## src/rtl/ram_rd_check_pkg.sv

```systemverilog
// Shared defaults and FSM encoding for the RAM read-back checker.
package ram_rd_check_pkg;

    localparam int DEPTH_DEF  = 32;
    localparam int AW_DEF     = 5;
    localparam int DW_DEF     = 8;
    localparam int RD_LAT_DEF = 1;
    localparam int FRAME_W    = 16;

    typedef enum logic [1:0] {
        ST_IDLE   = 2'd0,
        ST_CHECK  = 2'd1,
        ST_REPORT = 2'd2
    } state_t;

endpackage

```

## src/rtl/rd_align_pipe.sv

```systemverilog
// LAT-deep shift register delaying a valid flag and its payload together,
// so request-side fields line up with data returned by a fixed-latency memory.
module rd_align_pipe
    import ram_rd_check_pkg::*;
#(
    parameter int LAT = RD_LAT_DEF,
    parameter int W   = AW_DEF
) (
    input  logic         clk,
    input  logic         rst_n,
    input  logic         en_in,
    input  logic [W-1:0] data_in,
    output logic         en_out,
    output logic [W-1:0] data_out
);

    logic [LAT-1:0] en_sr;
    logic [W-1:0]   data_sr [LAT];

    always_ff @(posedge clk) begin
        if (!rst_n) begin
            en_sr <= '0;
            for (int i = 0; i < LAT; i++) begin
                data_sr[i] <= '0;
            end
        end else begin
            en_sr[0]   <= en_in;
            data_sr[0] <= data_in;
            for (int i = LAT - 1; i > 0; i--) begin
                en_sr[i]   <= en_sr[i-1];
                data_sr[i] <= data_sr[i-1];
            end
        end
    end

    assign en_out   = en_sr[LAT-1];
    assign data_out = data_sr[LAT-1];

endmodule

```

## src/rtl/ram_rd_check.sv

```systemverilog
// Checks each word read back from the RAM against address + DATA_OFFSET and
// reports one pass/fail result per read burst.
//
// state  | meaning
// IDLE   | no burst in progress, waiting for an aligned enable
// CHECK  | burst in progress, counting samples and mismatches
// REPORT | one-cycle result publication; may reload for a back-to-back burst
module ram_rd_check
    import ram_rd_check_pkg::*;
#(
    parameter int DEPTH       = DEPTH_DEF,
    parameter int AW          = AW_DEF,
    parameter int DW          = DW_DEF,
    parameter int RD_LAT      = RD_LAT_DEF,
    parameter int DATA_OFFSET = 0
) (
    input  logic               clk,
    input  logic               rst_n,
    input  logic               ram_rd_en,
    input  logic [AW-1:0]      ram_rd_addr,
    input  logic [DW-1:0]      ram_rd_data,
    output logic               chk_done,
    output logic               chk_pass,
    output logic [AW:0]        err_cnt,
    output logic [AW-1:0]      first_err_addr,
    output logic               first_err_vld,
    output logic               err_sticky,
    output logic [FRAME_W-1:0] frame_cnt
);

    localparam logic [AW:0] SMP_MAX  = (AW+1)'(DEPTH + 1);
    localparam logic [AW:0] SMP_FULL = (AW+1)'(DEPTH);

    state_t        state, state_nxt;
    logic          en_d;
    logic [AW-1:0] addr_d;
    logic [DW-1:0] exp_data;
    logic          mism;

    logic [AW:0]   smp_cnt, smp_nxt;
    logic [AW:0]   wrk_err, err_nxt;
    logic [AW-1:0] wrk_first, first_nxt;
    logic          wrk_fvld, fvld_nxt;
    logic          load, accum, report_go, pass_nxt;

    rd_align_pipe #(
        .LAT (RD_LAT),
        .W   (AW)
    ) u_align (
        .clk      (clk),
        .rst_n    (rst_n),
        .en_in    (ram_rd_en),
        .data_in  (ram_rd_addr),
        .en_out   (en_d),
        .data_out (addr_d)
    );

    assign exp_data = DW'(addr_d) + DW'(DATA_OFFSET);
    assign mism     = en_d && (ram_rd_data != exp_data);
    assign pass_nxt = (wrk_err == '0) && (smp_cnt == SMP_FULL);

    always_comb begin
        state_nxt = state;
        load      = 1'b0;
        accum     = 1'b0;
        report_go = 1'b0;
        smp_nxt   = smp_cnt;
        err_nxt   = wrk_err;
        first_nxt = wrk_first;
        fvld_nxt  = wrk_fvld;

        case (state)
            ST_IDLE: begin
                if (en_d) begin
                    state_nxt = ST_CHECK;
                    load      = 1'b1;
                end
            end
            ST_CHECK: begin
                if (en_d) begin
                    accum = 1'b1;
                end else begin
                    state_nxt = ST_REPORT;
                    report_go = 1'b1;
                end
            end
            ST_REPORT: begin
                // A sample arriving here starts the next burst immediately.
                if (en_d) begin
                    state_nxt = ST_CHECK;
                    load      = 1'b1;
                end else begin
                    state_nxt = ST_IDLE;
                end
            end
            default: state_nxt = ST_IDLE;
        endcase

        if (load) begin
            smp_nxt   = (AW+1)'(1);
            err_nxt   = {{AW{1'b0}}, mism};
            first_nxt = mism ? addr_d : '0;
            fvld_nxt  = mism;
        end else if (accum) begin
            if (smp_cnt != SMP_MAX) begin
                smp_nxt = smp_cnt + 1'b1;
            end
            if (mism) begin
                if (wrk_err != '1) begin
                    err_nxt = wrk_err + 1'b1;
                end
                if (!wrk_fvld) begin
                    first_nxt = addr_d;
                    fvld_nxt  = 1'b1;
                end
            end
        end
    end

    // Results are captured on the edge entering REPORT so they are valid
    // in the same cycle chk_done is high.
    always_ff @(posedge clk) begin
        if (!rst_n) begin
            state          <= ST_IDLE;
            smp_cnt        <= '0;
            wrk_err        <= '0;
            wrk_first      <= '0;
            wrk_fvld       <= 1'b0;
            chk_done       <= 1'b0;
            chk_pass       <= 1'b0;
            err_cnt        <= '0;
            first_err_addr <= '0;
            first_err_vld  <= 1'b0;
            err_sticky     <= 1'b0;
            frame_cnt      <= '0;
        end else begin
            state     <= state_nxt;
            smp_cnt   <= smp_nxt;
            wrk_err   <= err_nxt;
            wrk_first <= first_nxt;
            wrk_fvld  <= fvld_nxt;
            chk_done  <= report_go;
            if (report_go) begin
                chk_pass       <= pass_nxt;
                err_cnt        <= wrk_err;
                first_err_addr <= wrk_first;
                first_err_vld  <= wrk_fvld;
                frame_cnt      <= frame_cnt + 1'b1;
                if (!pass_nxt) begin
                    err_sticky <= 1'b1;
                end
            end
        end
    end

endmodule

```

## config.mk

```make
export PLATFORM = sky130hd
export DESIGN_NAME = ram_rd_check
export DESIGN_NICKNAME = d
export VERILOG_FILES = /design/src/rtl/ram_rd_check_pkg.sv /design/src/rtl/rd_align_pipe.sv /design/src/rtl/ram_rd_check.sv
export SDC_FILE = /design/constraint.sdc
export NUM_CORES = 1
export LEC_CHECK = 0
export ABC_AREA = 1
export CORE_ASPECT_RATIO = 1.5
export CORE_UTILIZATION = 47
export DETAILED_ROUTE_END_ITERATION = 10
export HOLD_SLACK_MARGIN = 0.03
export MAX_ROUTING_LAYER = met4
export PLACE_DENSITY_LB_ADDON = 0.2
export SLEW_MARGIN = 20
export SYNTH_ARGS = -nofsm -noshare
export SYNTH_HDL_FRONTEND = slang
export SYNTH_SLANG_ARGS = --single-unit
```

## constraint.sdc

```tcl
create_clock -name clk -period 1.28 [get_ports clk]
set_input_delay 0.192 -clock clk [delete_from_list [all_inputs] [get_ports clk]]
set_output_delay 0.192 -clock clk [all_outputs]
set_load 0.005 [all_outputs]
```

==> flow_summary.ini <==
[status]
outcome = finished, violations left
violations = negative setup slack

[die]
dieWidth_um = 62.3
fp-row-count = 32
initial_core_util_pct = 49.2
core_mm2 = 0.00520
design.portCount = 47
chipHeight_um = 92.4
die_area_mm2 = 0.00576

[timing]
period_needed_ps = 1350
setup_violations = 13
fmax_ghz = 0.739
hold_viol_final = 0
fin_crit_sh_pct = 106
finalClockSkew_ps = 8.09
slew_headroom_pct = 81.9
tightestPinTransition_ps = 270
setup_ws_ps = -73.9
holdWs_ps = 371
slew_violations = 0
rsz0062_at_grt = true

[route]
drt_pass1_iterations = 4
vias = 2586
drt-met1-wl_mm = 2.55
detail_route.wl_per_cell_um = 12.4
dr_wl_met3_um = 237
wl_mm = 6.58
top_layer = met4
ant_nets = 0
vias_per_cell = 4.87
wl_met2_mm = 3.57
drc = 0
drt_iter0_drc = 72

[cells_and_area]
final_nets = 480
synthToLayoutAreaGrowth_pct = 55.4
ff_latch_area_mm2 = 0.00119
multi_input_area_mm2 = 0.00140
drive_gt1_share_pct = 39.5
fill_cells = 389
n_antenna_cell = 0
stdcell_count = 531

[global_route]
grt_start_max_net_pins = 20
antenna_found_initial = 0
grtUsageTotal_pct = 23.7
grt_pass1_wl_mm = 10.3
overflow = 0
grt_pass1_vias = 2407

[setup_path]
r2r-start = frame_cnt[0]
r2r_end = frame_cnt[8]
startpoint = frame_cnt[0]
arrival_ps = 1590
required_ps = 1510
endpoint_kind = flop
start_kind = flop
criticalPathCategory = flop to flop
worstRegToRegCells = 9
critPathMaxFanout = 5
r2r_setup_slack_ps = -70

[clock_tree]
cts_buffers = 9
holdBufCountCts = 0
clock_latency_ps = 340
cts_tree = done
cts_root_buffer = clkbuf_8
cts.path.max_buffers = 2
cts.htree.levels = 3
clk_pin_slew_ps = 70
clock-sinks = 57

[yosys]
synth_seq_cells = 57
synth_fp_nets = 367
avgSynthCellArea_um2 = 7.43
ys_warn_count = 0
synth_cell_types = 32
syn_area_mm2 = 0.00256
ys_seq_area_share_pct = 44.5
syn-instance-count = 345

[place]
io_buffers = 46
dpl.hpwl_mm = 4.12
gp_congestion = 0.789
dp_slack_ps = -364
dp.cells = 490

[min_path]
holdPathStages = 3
min_to = u_align.data_sr[0][1]
min_from = ram_rd_addr[1]
hold_class = primary input to flop

[job]
timing.max_cap.violations = 0

[pwr]
ir_drop_mv = 0.767
power.leakage_uw = 0.00187
power_density_mw_per_mm2 = 922
==> flip-flops by register name (all words and copies together), names as in the netlist <==
register / cells
frame_cnt: 16
err_cnt: 6
smp_cnt: 6
wrk_err: 6
first_err_addr: 5
u_align.data_sr: 5
wrk_first: 5
state: 2
chk_done: 1
chk_pass: 1
err_sticky: 1
first_err_vld: 1
u_align.en_out: 1
wrk_fvld: 1
==> power by group <==
part,switching [uW],internal [uW]
clock,725,686
sequential,36.5,1820
combinational,200,199
==> how the worst max path moves through the flow <==
stage	endpoint	slack, ps	cells past startpoint
6_report	frame_cnt[8]	-70	9
4_1_cts	frame_cnt[12]	-50	9
2_1_floorplan	wrk_err[0]	10	9
3_3_place_gp	wrk_first[2]	-310	10
5_1_grt	wrk_err[5]	-160	5
3_5_place_dp	wrk_first[4]	-360	11
==> Yosys cell counts, drive strengths merged <==
library cell	number	area [um2]
and3	1	6.26
a21oi	38	190
xor2	4	35.0
a221oi	1	8.76
buf	2	15.0
nand2	89	357
dfxtp	57	1140
nand3	19	123
nor2	33	164
clkbuf	5	18.8
o21a	1	7.51
o2111ai	1	8.76
o21ai	17	85.1
nor3	8	51.3
nand4	4	31.3
o21ba	1	10.0
ha	6	75.1
xnor2	1	8.76
a211oi	1	7.51
nor3b	1	7.51
a31oi	2	12.5
inv	53	199
==> cell usage in the layout, fill, tap and decap left out, types with 10 or more instances in the layout <==
cell             Yosys  layout
nand2_1             82      73
buf_4                2      54
inv_1               50      40
dfxtp_2              0      33
a21oi_1             38      32
dlygate4sd2_1        0      31
dfxtp_1             57      21
nor2_1              27      19
clkdlybuf4s50_1      0      14
nand3_1             15      12
nand2_2              6      11
inv_2                3      10
o21ai_0             16      10
==> per-stage QoR <==
stage	setup TNS [ps]	cell area (um2)	total power, uW	utilization, %
2_1_floorplan	0	2560	2060	-
3_3_place_gp	-3380	3360	2210	64.6
3_5_place_dp	-4130	3360	2220	64.6
4_1_cts	-172	3720	3640	71.5
5_1_grt	-2270	3980	3860	76.5
6_report	-485	3980	3670	76.5
==> routing by layer <==
| metal | global-route usage (%) | vias to the layer above |
|---|---|---|
| met5 | - | - |
| met4 | 13.4 | 0 |
| met3 | 4.43 | 18 |
| met2 | 43.6 | 72 |
| met1 | 23.1 | 1173 |
| li1 | - | 1323 |
==> timing repair <==
action / in CTS / in global routing
setup buffers: 16 / 10
cloned: 0 / 0
gates resized for setup: 84 / 64
pin swaps: 11 / 29
endpoints found under the setup margin: 51 / 31
==> cells by family (layout without fill, tap and decap cells) <==
kind of cell	after synthesis	after routing	synth area share, %
adder cells (fa/ha/maj)	6	6	2.93
flip-flops	57	57	44.5
XOR/XNOR	5	5	1.71
buffers and inverters	60	178	9.08
AND/OR/NAND/NOR	155	155	28.9
AO/OA/AOI/OAI	62	62	12.9
==> layout make-up <==
| cell class | count | share of cell area (%) |
|---|---|---|
| clock buffer | 10 | 3.20 |
| tap | 68 | 2.14 |
| sequential | 57 | 30.0 |
| timing repair buffer | 109 | 23.4 |
| clock inverter | 6 | 0.880 |
| inverter | 53 | 5.25 |
| multi-input combinational | 228 | 35.2 |
==> worst max-delay path, stage by stage (launching register included) <==
cell and delay (ps):
dfxtp_2 340, buf_6 110, ha_4 120, inv_2 40, nor2_4 120, nand2_2 80, nor2_4 160, nand2_2 80
nand2_2 60, o21ba_4 140
Note: power is estimated with default switching activity, not from simulation.
